===== src/rtl/usb2phydig_pkg.sv =====
// Shared types and constants for the USB2 PHY digital TX path.
package usb2phydig_pkg;

    typedef enum logic [1:0] {
        ST_IDLE,
        ST_SYNC,
        ST_DATA,
        ST_EOP
    } tx_state_t;

    localparam logic [1:0] OPMODE_NORMAL  = 2'b00;
    localparam logic [1:0] OPMODE_NODRIVE = 2'b01;
    localparam logic [1:0] OPMODE_NOSTUFF = 2'b10;
    localparam logic [1:0] OPMODE_NOSYNC  = 2'b11;

    localparam logic [7:0]  SOF_PID      = 8'hA5;
    localparam int unsigned LONG_EOP_LEN = 40;
    localparam logic        LINE_J       = 1'b1;

    function automatic int unsigned max3(input int unsigned a, input int unsigned b,
                                         input int unsigned c);
        int unsigned m;
        m = (a > b) ? a : b;
        return (m > c) ? m : c;
    endfunction

endpackage


===== src/rtl/usb2phydig_nrzi_stuff.sv =====
// Line encoder: bit stuffing and NRZI, with the ones-run counter and the
// registered line level. Raises o_stall while a stuff bit is due.
module usb2phydig_nrzi_stuff
    import usb2phydig_pkg::*;
#(
    parameter int unsigned STUFF_RUN = 6
) (
    input  logic i_clk,
    input  logic i_rst,
    input  logic i_raw,
    input  logic i_stuff_en,
    input  logic i_nrzi_en,
    input  logic i_restart,
    output logic o_line,
    output logic o_stall
);
    localparam int unsigned ONES_W = $clog2(STUFF_RUN + 1);
    localparam logic [ONES_W-1:0] RUN_MAX = ONES_W'(STUFF_RUN);

    logic [ONES_W-1:0] r_ones;
    logic              r_line;

    // r_ones counts the run up to and including the bit now on the line.
    assign o_stall = i_stuff_en && (r_ones == RUN_MAX);
    assign o_line  = r_line;

    always_ff @(posedge i_clk or posedge i_rst) begin
        if (i_rst) begin
            r_line <= LINE_J;
            r_ones <= '0;
        end else if (i_restart) begin
            r_line <= LINE_J;
            r_ones <= '0;
        end else if (o_stall) begin
            r_line <= ~r_line;
            r_ones <= '0;
        end else begin
            r_line <= i_nrzi_en ? (i_raw ? r_line : ~r_line) : i_raw;
            if (!i_raw) begin
                r_ones <= '0;
            end else if (r_ones != RUN_MAX) begin
                r_ones <= r_ones + ONES_W'(1);
            end
        end
    end

endmodule


===== src/rtl/usb2phydig_tx.sv =====
// USB2 PHY TX datapath: SYNC, LSB-first data, bit stuffing, NRZI, EOP.
// Optional macro USB2PHYDIG_TX_LONG_EOP_EN: 40-bit EOP after an SOF PID.
module usb2phydig_tx
    import usb2phydig_pkg::*;
#(
    parameter int unsigned DATA_W    = 8,
    parameter int unsigned SYNC_LEN  = 32,
    parameter int unsigned EOP_LEN   = 8,
    parameter int unsigned STUFF_RUN = 6
) (
    input  logic              phy_sclk,
    input  logic              reset,
    input  logic [1:0]        utmi_opmode,
    input  logic [DATA_W-1:0] utmi_datain,
    input  logic              utmi_tx_valid,
    input  logic              utmi_tx_validh,
    output logic              utmi_tx_ready,
    output logic              phy_tx_sdata,
    output logic              phy_tx_en
);
    localparam int unsigned CNT_W = $clog2(max3(SYNC_LEN, EOP_LEN, LONG_EOP_LEN) + 1);
    localparam logic [CNT_W-1:0] SYNC_LAST = CNT_W'(SYNC_LEN - 1);

    tx_state_t         r_state;
    logic [1:0]        r_opmode;
    logic [CNT_W-1:0]  r_cnt;
    logic [DATA_W-1:0] r_shift;
    logic              r_wide;
    logic              r_en;

    tx_state_t         w_state_nxt;
    logic [1:0]        w_opmode_nxt;
    logic [CNT_W-1:0]  w_cnt_nxt;
    logic [CNT_W-1:0]  w_cnt_inc;
    logic [DATA_W-1:0] w_shift_nxt;
    logic              w_wide_nxt;
    logic              w_raw;
    logic              w_load;
    logic              w_stall;
    logic              w_restart;
    logic              w_stuff_en;
    logic              w_nrzi_en;
    logic              w_line;
    logic [CNT_W-1:0]  w_word_last;
    logic [CNT_W-1:0]  w_eop_last;

`ifdef USB2PHYDIG_TX_LONG_EOP_EN
    logic r_long_eop;
    logic w_long_nxt;
    assign w_eop_last = r_long_eop ? CNT_W'(LONG_EOP_LEN - 1) : CNT_W'(EOP_LEN - 1);
`else
    assign w_eop_last = CNT_W'(EOP_LEN - 1);
`endif

    assign w_cnt_inc   = r_cnt + CNT_W'(1);
    assign w_word_last = r_wide ? CNT_W'(15) : CNT_W'(7);

    // The FSM position names the bit currently on the line; the encoder
    // loads the raw bit of the next position, so state and line stay aligned.
    always_comb begin
        w_state_nxt  = r_state;
        w_opmode_nxt = r_opmode;
        w_cnt_nxt    = r_cnt;
        w_shift_nxt  = r_shift;
        w_wide_nxt   = r_wide;
        w_raw        = LINE_J;
        w_load       = 1'b0;
`ifdef USB2PHYDIG_TX_LONG_EOP_EN
        w_long_nxt   = r_long_eop;
`endif
        case (r_state)
            ST_IDLE: begin
                if (utmi_tx_valid && (utmi_opmode != OPMODE_NODRIVE)) begin
                    w_opmode_nxt = utmi_opmode;
                    w_cnt_nxt    = '0;
`ifdef USB2PHYDIG_TX_LONG_EOP_EN
                    w_long_nxt   = 1'b0;
`endif
                    if (utmi_opmode == OPMODE_NOSYNC) begin
                        w_load      = 1'b1;
                        w_state_nxt = ST_DATA;
                    end else begin
                        w_state_nxt = ST_SYNC;
                        w_raw       = (SYNC_LAST == '0);
                    end
                end
            end
            ST_SYNC: begin
                if (!w_stall) begin
                    if (r_cnt == SYNC_LAST) begin
                        if (utmi_tx_valid) begin
                            w_load      = 1'b1;
                            w_state_nxt = ST_DATA;
`ifdef USB2PHYDIG_TX_LONG_EOP_EN
                            w_long_nxt  = (utmi_datain[7:0] == SOF_PID);
`endif
                        end else begin
                            w_state_nxt = ST_EOP;
                            w_cnt_nxt   = '0;
                            w_raw       = 1'b0;
                        end
                    end else begin
                        w_cnt_nxt = w_cnt_inc;
                        w_raw     = (w_cnt_inc == SYNC_LAST);
                    end
                end
            end
            ST_DATA: begin
                if (!w_stall) begin
                    if (r_cnt == w_word_last) begin
                        if (utmi_tx_valid) begin
                            w_load = 1'b1;
                        end else if (r_opmode == OPMODE_NOSYNC) begin
                            w_state_nxt = ST_IDLE;
                        end else begin
                            w_state_nxt = ST_EOP;
                            w_cnt_nxt   = '0;
                            w_raw       = 1'b0;
                        end
                    end else begin
                        w_shift_nxt = r_shift >> 1;
                        w_cnt_nxt   = w_cnt_inc;
                        w_raw       = r_shift[1];
                    end
                end
            end
            ST_EOP: begin
                if (r_cnt == w_eop_last) begin
                    w_state_nxt = ST_IDLE;
                end else begin
                    w_cnt_nxt = w_cnt_inc;
                    w_raw     = 1'b1;
                end
            end
            default: w_state_nxt = ST_IDLE;
        endcase
        if (w_load) begin
            w_shift_nxt = utmi_datain;
            w_cnt_nxt   = '0;
            w_wide_nxt  = (DATA_W == 16) && utmi_tx_validh;
            w_raw       = utmi_datain[0];
        end
    end

    assign w_restart     = (w_state_nxt == ST_IDLE);
    assign w_stuff_en    = ((r_state == ST_SYNC) || (r_state == ST_DATA)) &&
                           (r_opmode == OPMODE_NORMAL);
    assign w_nrzi_en     = (w_opmode_nxt != OPMODE_NOSTUFF);
    assign utmi_tx_ready = w_load;
    assign phy_tx_sdata  = w_line;
    assign phy_tx_en     = r_en;

    always_ff @(posedge phy_sclk or posedge reset) begin
        if (reset) begin
            r_state  <= ST_IDLE;
            r_opmode <= OPMODE_NORMAL;
            r_cnt    <= '0;
            r_shift  <= '0;
            r_wide   <= 1'b0;
            r_en     <= 1'b0;
        end else begin
            r_state  <= w_state_nxt;
            r_opmode <= w_opmode_nxt;
            r_cnt    <= w_cnt_nxt;
            r_shift  <= w_shift_nxt;
            r_wide   <= w_wide_nxt;
            r_en     <= (w_state_nxt != ST_IDLE);
        end
    end

`ifdef USB2PHYDIG_TX_LONG_EOP_EN
    always_ff @(posedge phy_sclk or posedge reset) begin
        if (reset) begin
            r_long_eop <= 1'b0;
        end else begin
            r_long_eop <= w_long_nxt;
        end
    end
`endif

    usb2phydig_nrzi_stuff #(
        .STUFF_RUN (STUFF_RUN)
    ) u_line (
        .i_clk      (phy_sclk),
        .i_rst      (reset),
        .i_raw      (w_raw),
        .i_stuff_en (w_stuff_en),
        .i_nrzi_en  (w_nrzi_en),
        .i_restart  (w_restart),
        .o_line     (w_line),
        .o_stall    (w_stall)
    );

endmodule


===== config.mk =====
export PLATFORM = sky130hd
export DESIGN_NAME = usb2phydig_tx
export DESIGN_NICKNAME = d
export VERILOG_FILES = /design/src/rtl/usb2phydig_pkg.sv /design/src/rtl/usb2phydig_nrzi_stuff.sv /design/src/rtl/usb2phydig_tx.sv
export SDC_FILE = /design/constraint.sdc
export NUM_CORES = 1
export LEC_CHECK = 0
export BUFFER_PORTS_ARGS = -buffer_cell sky130_fd_sc_hd__buf_2
export CORE_MARGIN = 2
export CORE_UTILIZATION = 39
export DETAILED_ROUTE_END_ITERATION = 16
export GPL_TIMING_DRIVEN = 0
export PLACE_DENSITY_LB_ADDON = 0.2
export SLEW_MARGIN = 20
export SYNTH_ARGS = -nofsm -noshare
export SYNTH_HDL_FRONTEND = slang
export SYNTH_HIERARCHICAL = 1
export SYNTH_SLANG_ARGS = --single-unit

===== constraint.sdc =====
create_clock -name phy_sclk -period 2.8 [get_ports phy_sclk]
set_input_delay 0.7 -clock phy_sclk [delete_from_list [all_inputs] [get_ports phy_sclk]]
set_output_delay 0.7 -clock phy_sclk [all_outputs]
set_load 0.005 [all_outputs]

==> out/qor.txt, run 1 <==
TritonCTS Buffers -> 3
RSZ-0062 raised after global routing -> true
wire length on met2 -> 2050 um
crit-path max FO -> 4
Clock Path Buffers -> 2
Core Rows -> 24
Post-DP HPWL -> 3050 um
fraction of registers with async set/reset -> 1.00
Synth Cell Area -> 1710 um2
Clock Skew -> 9.47 ps
dominant cell type by area after synthesis -> dfrtp_1
Finished Core Util -> 0.478
via count -> 1,562
count of yosys warnings during synthesis -> 6
# nets final -> 237
1st-iter DRT viols -> 130
post-route minimum period -> 2920 ps
switching part of the total -> 0.421
most common library cells after synthesis -> dfrtp_1 (21), inv_1 (16), o21ai_0 (13)
vias per inst -> 5.89
ys flop type -> dfrtp_1
WP data arrival -> 2220 ps
PwrDens -> 863 nW/um2
Post-route DRC -> 0
clock latency on the worst-skew pair -> 260 ps
final setup vio count -> 1
Lkg Pwr -> 0.937 nW
P_sw -> 0.000747 W
Total Wirelength -> 4350 um
Design Power -> 0.00177 W
layout cell share with drive strength beyond 1 -> 0.329
most common cell in the synthesized netlist -> dfrtp_1
number of synthesized flops with an enable pin -> 0
Max-slew headroom -> 0.508
global-route wire length before repair -> 7160 um
Tot GR Track Use -> 0.178
syn avg cell area -> 9.46 um2
antenna-violating nets left -> 0
maxcap violations -> 0
Die Area -> 4940 um2
metal3 WL -> 270 um
Worst EP required -> 2100 ps
crit path launch type -> flop
peak supply drop -> 0.364 mV
H-tree depth -> 1
ANT cells -> 0
Fmax achieved -> 0.343 GHz
Place WS -> -511 ps
critical path type -> reg -> out
Yosys top cell area share -> 0.307
library cells used by synthesis -> 59
CTS tree -> built
clk slew on worst S/H paths -> 70 ps
WL/cell -> 16.4 um
die width -> 70.3 um
initial core utilization -> 0.399
combinational fraction of design power -> 0.596
Ports -> 17
worst slew pin tran -> 737 ps
dominant cells by area after synthesis -> dfrtp_1 (31%), ha_1 (6.6%), mux2_1 (4.6%), o21ai_0 (3.8%), mux2i_1 (3.5%)
largest net degree at the start of global routing -> 19
grt total ovfl -> 0
Clock Sinks -> 22
die height -> 70.3 um
syn nets -> 204
Final Slew Violations -> 0
final period utilization -> 1.04
number of iterations in the first detailed-routing pass -> 4
post-synthesis cell count -> 181
CP Capture Type -> output pin
Core Region -> 4290 um2
via count of the first global-routing pass -> 1,521
failing checks -> setup timing
initial antenna violation count -> 0
status -> finished, violations left
hold_buf cts -> 0
final hold vios -> 0
layout overhead on the synthesized area -> 20.0%
synthesized flop and latch total -> 22
I/O Buffers -> 15
root buf cell -> clkbuf_8
RD Place Congestion -> 0.904
Hold Path Class -> in -> async
DRT met1 WL -> 1960 um
Pint -> 0.00103 W
Final WS setup -> -118 ps
Seq pwr share -> 0.288
Top Layer Used -> met4
Clock power frac -> 0.115
share of the yosys chip area belonging to registers -> 0.322
[registers in the layout (all words and copies together) (netlist names)]
signal and cells:
r_cnt 6, r_opmode 2, r_state 2, r_shift 7
u_line/o_line 1, phy_tx_en 1, u_line/r_ones 3
[power groups by stage]
| stage | clock network (W) | logic [W] | registers, W |
|---|---|---|---|
| floorplan | 0 | 0.000650 | 0.000494 |
| global placement | 0 | 0.000798 | 0.000510 |
| detailed placement | 0 | 0.000835 | 0.000516 |
| CTS | 0.000214 | 0.000963 | 0.000510 |
| global route | 0.000216 | 0.00116 | 0.000524 |
| finish | 0.000205 | 0.00106 | 0.000512 |
[final timing paths]
check | slack [ps] | cells after the start | start | endpoint
worst max-delay path | -120 | 10 | r_state[0] | utmi_tx_ready
worst min-delay path | 320 | 2 | reset | u_line/r_ones[0]
min in group phy_sclk | 500 | 1 | r_shift[4] | r_shift[4]
max in group asynchronous | 1730 | 2 | reset | r_state[0]
worst min register to register | 500 | 1 | r_shift[4] | r_shift[4]
worst max register to register | 40 | 12 | r_state[0] | r_shift[6]
[per-layer routing]
metal,global-route usage,vias up
li1,-,734
met1,0.248,760
met2,0.282,62
met3,0.0317,6
met4,0.0556,0
met5,0,-
[worst max-delay path, stage by stage, from the launching register on]
cell and delay [ps]:
dfrtp_2 430, inv_2 90, ha_4 210, nor3b_4 150, and3_4 170, and4bb_1 310
o211ai_2 130, a21o_4 230, inv_2 60, buf_6 100, buf_6 80
[timing repair]
action,in CTS,in global routing
setup buffers,11,3
cloned,0,0
gates resized for setup,11,4
setup endpoints to repair,17,6
pin swaps,4,4
[final cells by class]
type	count	area [um2]
Buffer	8	52.6
Inverter	17	63.8
Tap cell	52	65.1
Clock buffer	4	45.0
Timing Repair Buffer	29	186
Fill cell	418	2240
Multi-Input combinational cell	133	1090
Sequential cell	22	554
[cell usage in the layout (no fill, tap or decap), types with 3 or more instances in the layout]
cell type / synthesis / layout
nor2_1: 10 / 10
buf_2: 3 / 17
mux2_1: 7 / 7
clkbuf_8: 0 / 3
o211ai_1: 7 / 7
buf_4: 1 / 15
ha_1: 9 / 8
dfrtp_1: 21 / 19
nand3_1: 9 / 9
o31ai_1: 3 / 3
mux2i_1: 6 / 6
or3_1: 3 / 3
nand4_1: 5 / 5
buf_6: 3 / 3
a21oi_1: 9 / 9
clkbuf_1: 2 / 3
inv_2: 1 / 3
nand2_1: 5 / 5
o21ai_0: 13 / 12
inv_1: 16 / 14
nor3_1: 3 / 3
[metrics by stage]
step	hold slack (ps)	std cells	instance area (um2)	setup TNS, ps
final	324	265	2050	-118
after global routing	319	265	2050	-285
after CTS	316	263	2020	-88.5
after detailed placement	478	248	1850	-4640
after global placement	468	248	1850	-3210
after floorplan	454	181	1710	0
[cell families (layout without fill, tap and decap cells)]
group | count (synthesis) | in the layout | share of synthesized area
multiplexers | 16 | 16 | 0.103
buffers and inverters | 26 | 58 | 0.0746
AO/OA/AOI/OAI | 52 | 52 | 0.229
XOR/XNOR | 2 | 2 | 0.0102
AND/OR/NAND/NOR | 54 | 54 | 0.195
flip-flops | 22 | 22 | 0.322
adder cells (fa/ha/maj) | 9 | 9 | 0.0658
(Power assumes the default switching activity.)
==> run 2: changes to the inputs <==
Clock period 2.8 ns to 2.7 ns, I/O delays scaled along.
==> run 2 against run 1 <==
  * The flow still finishes with violations (setup timing)
  * Sequential power up 5.1%
  * Flip-flop and latch count did not move
  * Core utilization is 1.4 points higher
  * Critical endpoint unchanged
  * Largest cell class unchanged
==> out/qor.txt, run 2 (synthesis gave the netlist of run 1 again) <==
Clock Sinks -> 22 (unchanged)
final period utilization -> 1.06
Finished Core Util -> 0.492 (+0.0140)
WP data arrival -> 2190 ps (-30 ps)
Clock Path Buffers -> 2 (unchanged)
final setup vio count -> 6 (+5)
# nets final -> 236 (-0.42%)
initial core utilization -> 0.399 (unchanged)
critical path type -> reg -> out
layout cell share with drive strength beyond 1 -> 0.358 (+0.0299)
Fmax achieved -> 0.349 GHz
number of iterations in the first detailed-routing pass -> 4 (unchanged)
Place WS -> -423 ps (+88.1 ps)
crit-path leading delay family -> simple AND/OR/NAND/NOR gates
RSZ-0062 raised after global routing -> true
layout overhead on the synthesized area -> 23.5%
Core Region -> 4290 um2 (unchanged)
worst reg-to-reg setup slack -> -50 ps (-90 ps)
Hold WS -> 301 ps (-22.3 ps)
commonest non-fill, non-tap cell in the layout -> dfrtp_1
Filler cells -> 420 (+0.48%)
clk slew on worst S/H paths -> 70 ps (about the same)
Top Registers -> r_shift: 7 flops, r_cnt: 6 flops, u_line/r_ones: 3 flops
die width -> 70.3 um (unchanged)
status -> finished, violations left
Post-DP HPWL -> 3090 um (+1.4%)
ANT cells -> 0 (unchanged)
antenna-violating nets left -> 0 (unchanged)
R2R Path End -> u_line/o_line
CP bufs+invs -> 4 (unchanged)
Tot GR Track Use -> 0.181 (+0.00217)
Ports -> 17 (unchanged)
CP max stage delay -> 440 ps (about the same)
worst slew pin tran -> 719 ps (-18.2 ps)
root buf cell -> clkbuf_8
non-filler cells, final -> 264 (-0.38%)
most frequent cells in the layout -> dfrtp_1 (19), buf_2 (16), buf_4 (15), inv_1 (14), o21ai_0 (12)
Total Wirelength -> 4410 um (+1.5%)
via count -> 1,549 (-0.83%)
via count of the first global-routing pass -> 1,513 (-0.53%)
CTS tree -> built
Worst EP required -> 2030 ps (-70 ps)
failing checks -> setup timing
worst reg2reg startpoint -> r_state[0]
maxcap violations -> 0 (unchanged)
initial antenna violation count -> 0 (unchanged)
Hold Path Class -> in -> async
RD Place Congestion -> 0.887 (-1.9%)
die height -> 70.3 um (unchanged)
crit path launch type -> flop
Total Neg Setup Slack -> -265 ps (-147 ps)
final hold vios -> 0 (unchanged)
Core Rows -> 24 (unchanged)
grt total ovfl -> 0 (unchanged)
1st-iter DRT viols -> 137 (+5.4%)
Final WS setup -> -168 ps (-49.9 ps)
Most flops, register -> r_shift
CP Capture Type -> output pin
vias per inst -> 5.87 (-0.46%)
CP most frequent cell -> buf_6
WL/cell -> 16.7 um (+1.9%)
Max-slew headroom -> 0.520 (+0.0121)
Worst Reg-to-Reg Cells -> 13 (+1)
crit-path max FO -> 3 (-1)
slowest CP cell -> dfrtp_2
I/O Buffers -> 15 (unchanged)
TritonCTS Buffers -> 3 (unchanged)
peak supply drop -> 0.345 mV (-5.3%)
clock latency on the worst-skew pair -> 260 ps (about the same)
Final Slew Violations -> 0 (unchanged)
H-tree depth -> 1 (unchanged)
hold_buf cts -> 0 (unchanged)
Post-route DRC -> 0 (unchanged)
global-route wire length before repair -> 7200 um (+0.57%)
post-route minimum period -> 2870 ps
PwrDens -> 888 nW/um2 (+2.9%)
Post-Place Cells -> 248 (unchanged)
Die Area -> 4940 um2 (unchanged)
Largest register FFs -> 7 (unchanged)
largest net degree at the start of global routing -> 19 (unchanged)
Lkg Pwr -> 0.941 nW (+0.44%)
Critical Path, Cell by Cell -> inv_4 > ha_4 > nor3b_4 > and3_4 > and4bb_1 > o211ai_2 > a21o_4 > inv_2 > buf_6 > buf_6
Clock Skew -> 4.23 ps (-5.25 ps)
run 2: changes by cell type in the layout (fill, tap and decap cells not counted), moves of 2 or more:
cell	delta
a21oi_1	-2
a21oi_2	+2
inv_2	-2
inv_4	+2
mux2_1	-2
mux2_4	+3
nor2_1	-2
nor2_2	+2
run 2: worst reg2reg max path, cell delays in order, from the launching register on:
cell,delay [ps]
dfrtp_2,410
inv_4,50
ha_4,260
nor3b_4,190
and3_4,220
and4bb_1,240
o211ai_2,110
a21o_4,160
buf_4,210
mux2i_1,250
o21ai_2,130
and3b_1,210
o22ai_1,120
a21o_1,130
run 2: final cells by class:
cell class | count | area (um2) | area share
inverters | 17 | 68.8 | 0.0325
flip-flops and latches | 22 | 554 | 0.262
repair buffers | 29 | 186 | 0.0882
plain buffers | 7 | 47.5 | 0.0225
multi-input cells | 133 | 1150 | 0.543
clock buffers | 4 | 45.0 | 0.0213
well taps | 52 | 65.1 | 0.0308
run 2: per-stage QoR:
stage               total power, W  area (um2)
floorplan                  0.00119        1720
global placement           0.00137        1860
detailed placement         0.00141        1860
CTS                        0.00175        2000
global route               0.00202        2110
finish                     0.00188        2110
run 2: per-layer routing:
metal / GRT usage / wire length, um / up-vias
met5: 0 / 0 / -
met2: 0.300 / 2170 / 51
met3: 0.0245 / 240 / 2
li1: - / - / 733
met1: 0.253 / 1980 / 763
met4: 0.0342 / 21 / 0
run 2: worst max-delay path by stage:
stage | start | endpoint | slack, ps | cells past startpoint
after floorplan | r_state[0] | r_shift[6] | 20 | 11
after global placement | r_state[0] | u_line/r_ones[1] | -390 | 11
after detailed placement | r_state[0] | u_line/r_ones[1] | -420 | 11
after CTS | r_state[0] | utmi_tx_ready | -170 | 10
after global routing | r_state[1] | utmi_tx_ready | -230 | 10
final | r_state[1] | utmi_tx_ready | -170 | 10
run 2: power by group:
| part | internal, W | total (W) | switching [W] |
|---|---|---|---|
| clock network | 0.000105 | 0.000207 | 0.000102 |
| registers | 0.000446 | 0.000538 | 0.0000915 |
| logic | 0.000533 | 0.00113 | 0.000601 |
run 2: what timing repair did:
action | in CTS | in global routing
gates resized for setup | 12 | 14
hold endpoints to repair | 0 | 0
pin swaps | 6 | 7
buffers inserted | 9 | 5
setup endpoints to repair | 17 | 11
==> run 3: changes to the inputs <==
Settings changed: CORE_UTILIZATION 39 to 59.
==> run 3 against run 2 <==
  * The flow still finishes with violations (setup timing)
  * Sequential power fell by 3%
  * Critical path depth unchanged
  * Clock skew decreased by 0.66 ps
  * Critical path type unchanged
  * First-iteration DRC count decreased by 18%
  * Critical endpoint unchanged
==> out/qor.txt, run 3 (synthesis gave the netlist of run 1 again) <==
via count of the first global-routing pass -> 1,495 (-1.2%)
Most flops, register -> r_shift
post-route minimum period -> 2970 ps (+104 ps)
Die Area -> 3350 um2 (-32%)
failing checks -> setup timing
RSZ-0062 raised after global routing -> true
Clock Sinks -> 22 (unchanged)
Filler cells -> 196 (-53%)
WP data arrival -> 2300 ps (+110 ps)
Hold Path Class -> in -> async
non-filler cells, final -> 246 (-6.8%)
Final Slew Violations -> 0 (unchanged)
layout cell share with drive strength beyond 1 -> 0.377 (+0.0183)
number of iterations in the first detailed-routing pass -> 4 (unchanged)
Worst EP required -> 2030 ps (about the same)
1st-iter DRT viols -> 112 (-18%)
Tot GR Track Use -> 0.267 (+0.0868)
clock latency on the worst-skew pair -> 310 ps (+50 ps)
crit-path max FO -> 2 (-1)
maxcap violations -> 0 (unchanged)
final period utilization -> 1.10 (+0.0386)
Max-slew headroom -> 0.491 (-0.0290)
root buf cell -> clkbuf_4
Core Region -> 2760 um2 (-36%)
crit path launch type -> flop
antenna-violating nets left -> 0 (unchanged)
CTS tree -> built
Top Registers -> r_shift: 7 flops, r_cnt: 6 flops, u_line/r_ones: 3 flops
Post-route DRC -> 0 (unchanged)
hold_buf cts -> 0 (unchanged)
final setup vio count -> 6 (unchanged)
vias per inst -> 6.67 (+14%)
Ports -> 17 (unchanged)
largest net degree at the start of global routing -> 19 (unchanged)
layout overhead on the synthesized area -> 21.8%
commonest non-fill, non-tap cell in the layout -> dfrtp_1
I/O Buffers -> 15 (unchanged)
# nets final -> 239 (+1.3%)
Lkg Pwr -> 0.934 nW (-0.69%)
PwrDens -> 899 nW/um2 (+1.2%)
Post-Place Cells -> 227 (-8.5%)
RD Place Congestion -> 0.860 (-3.0%)
initial antenna violation count -> 0 (unchanged)
most frequent cells in the layout -> dfrtp_1 (19), buf_4 (17), buf_2 (16), inv_1 (14), o21ai_0 (12)
clk slew on worst S/H paths -> 120 ps (+50 ps)
critical path type -> reg -> out
WL/cell -> 18.8 um (+13%)
Post-DP HPWL -> 2810 um (-9.0%)
Total Wirelength -> 4640 um (+5.1%)
Final WS setup -> -272 ps (-104 ps)
TritonCTS Buffers -> 3 (unchanged)
H-tree depth -> 1 (unchanged)
grt total ovfl -> 0 (unchanged)
Fmax achieved -> 0.336 GHz (-3.5%)
Largest register FFs -> 7 (unchanged)
ANT cells -> 0 (unchanged)
global-route wire length before repair -> 6940 um (-3.5%)
peak supply drop -> 0.914 mV (+170%)
Core Rows -> 19 (-21%)
worst slew pin tran -> 757 ps (+38.4 ps)
Design Power -> 0.00187 W (-0.21%)
status -> finished, violations left
Clock Skew -> 3.57 ps (-0.659 ps)
Clock Path Buffers -> 2 (unchanged)
final hold vios -> 0 (unchanged)
initial core utilization -> 0.621 (+0.222)
die width -> 57.9 um (-18%)
via count -> 1,640 (+5.9%)
CP Capture Type -> output pin
Worst Reg-to-Reg Cells -> 13 (unchanged)
die height -> 57.9 um (-18%)
## run 3: cell types whose count changed in the layout (fill, tap and decap cells not counted), sizes merged
cell and delta:
buf +3
## run 3: metal layers
layer  routed length [um]  part of all wire  up-vias  track usage
li1                     -                 -      744            -
met1                 1920              0.41      784        0.364
met2                 2290              0.49       94        0.430
met3                  273             0.059       18       0.0313
met4                  149             0.032        0        0.116
met5                    0                 0        -            0
## run 3: through the flow
step | TNS, ps | setup slack [ps] | hold WS [ps] | area [um2] | utilization
3_5_place_dp | -3690 | -385 | 476 | 1830 | 0.664
6_report | -937 | -272 | 222 | 2080 | 0.756
4_1_cts | -226 | -225 | 219 | 1980 | 0.720
2_1_floorplan | 0 | 15.3 | 440 | 1720 | -
3_3_place_gp | -2840 | -327 | 465 | 1830 | 0.664
5_1_grt | -1270 | -299 | 237 | 2080 | 0.756
## run 3: worst paths after layout
check | start | slack, ps | end
max in group asynchronous | reset | 1740 | r_state[1]
max reg2reg | r_state[1] | -180 | u_line/r_ones[1]
min | reset | 220 | u_line/r_ones[1]
max | r_state[1] | -270 | utmi_tx_ready
min reg2reg | r_shift[4] | 500 | r_shift[4]
min in group phy_sclk | r_shift[4] | 500 | r_shift[4]
## run 3: report_power, final
| group | internal [W] | total [W] | switching (W) |
|---|---|---|---|
| registers | 0.000445 | 0.000523 | 0.0000781 |
| logic | 0.000544 | 0.00119 | 0.000646 |
| clock network | 0.0000578 | 0.000161 | 0.000103 |
| total | 0.00105 | 0.00187 | 0.000827 |
## run 3: layout make-up
cell class / count / area (um2) / share of cell area
Multi-Input combinational cell: 133 / 1140 / 0.547
Sequential cell: 22 / 554 / 0.266
Timing Repair Buffer: 32 / 213 / 0.102
Inverter: 17 / 63.8 / 0.0306
Buffer: 7 / 47.5 / 0.0228
Tap cell: 31 / 38.8 / 0.0186
Clock buffer: 4 / 26.3 / 0.0126
## run 3: what timing repair did
item | in CTS | in global routing
buffers inserted | 12 | 6
gates resized for setup | 11 | 13
endpoints found under the setup margin | 17 | 10
cloned | 0 | 0
pin swaps | 6 | 8
## run 3: worst max-delay path, stage by stage, from the launching register on
cell	delay (ps)
dfrtp_2	430
inv_2	80
ha_4	200
nor3b_4	150
and3_4	190
and4bb_1	310
o211ai_2	140
a21o_4	230
inv_2	50
buf_6	100
buf_6	80
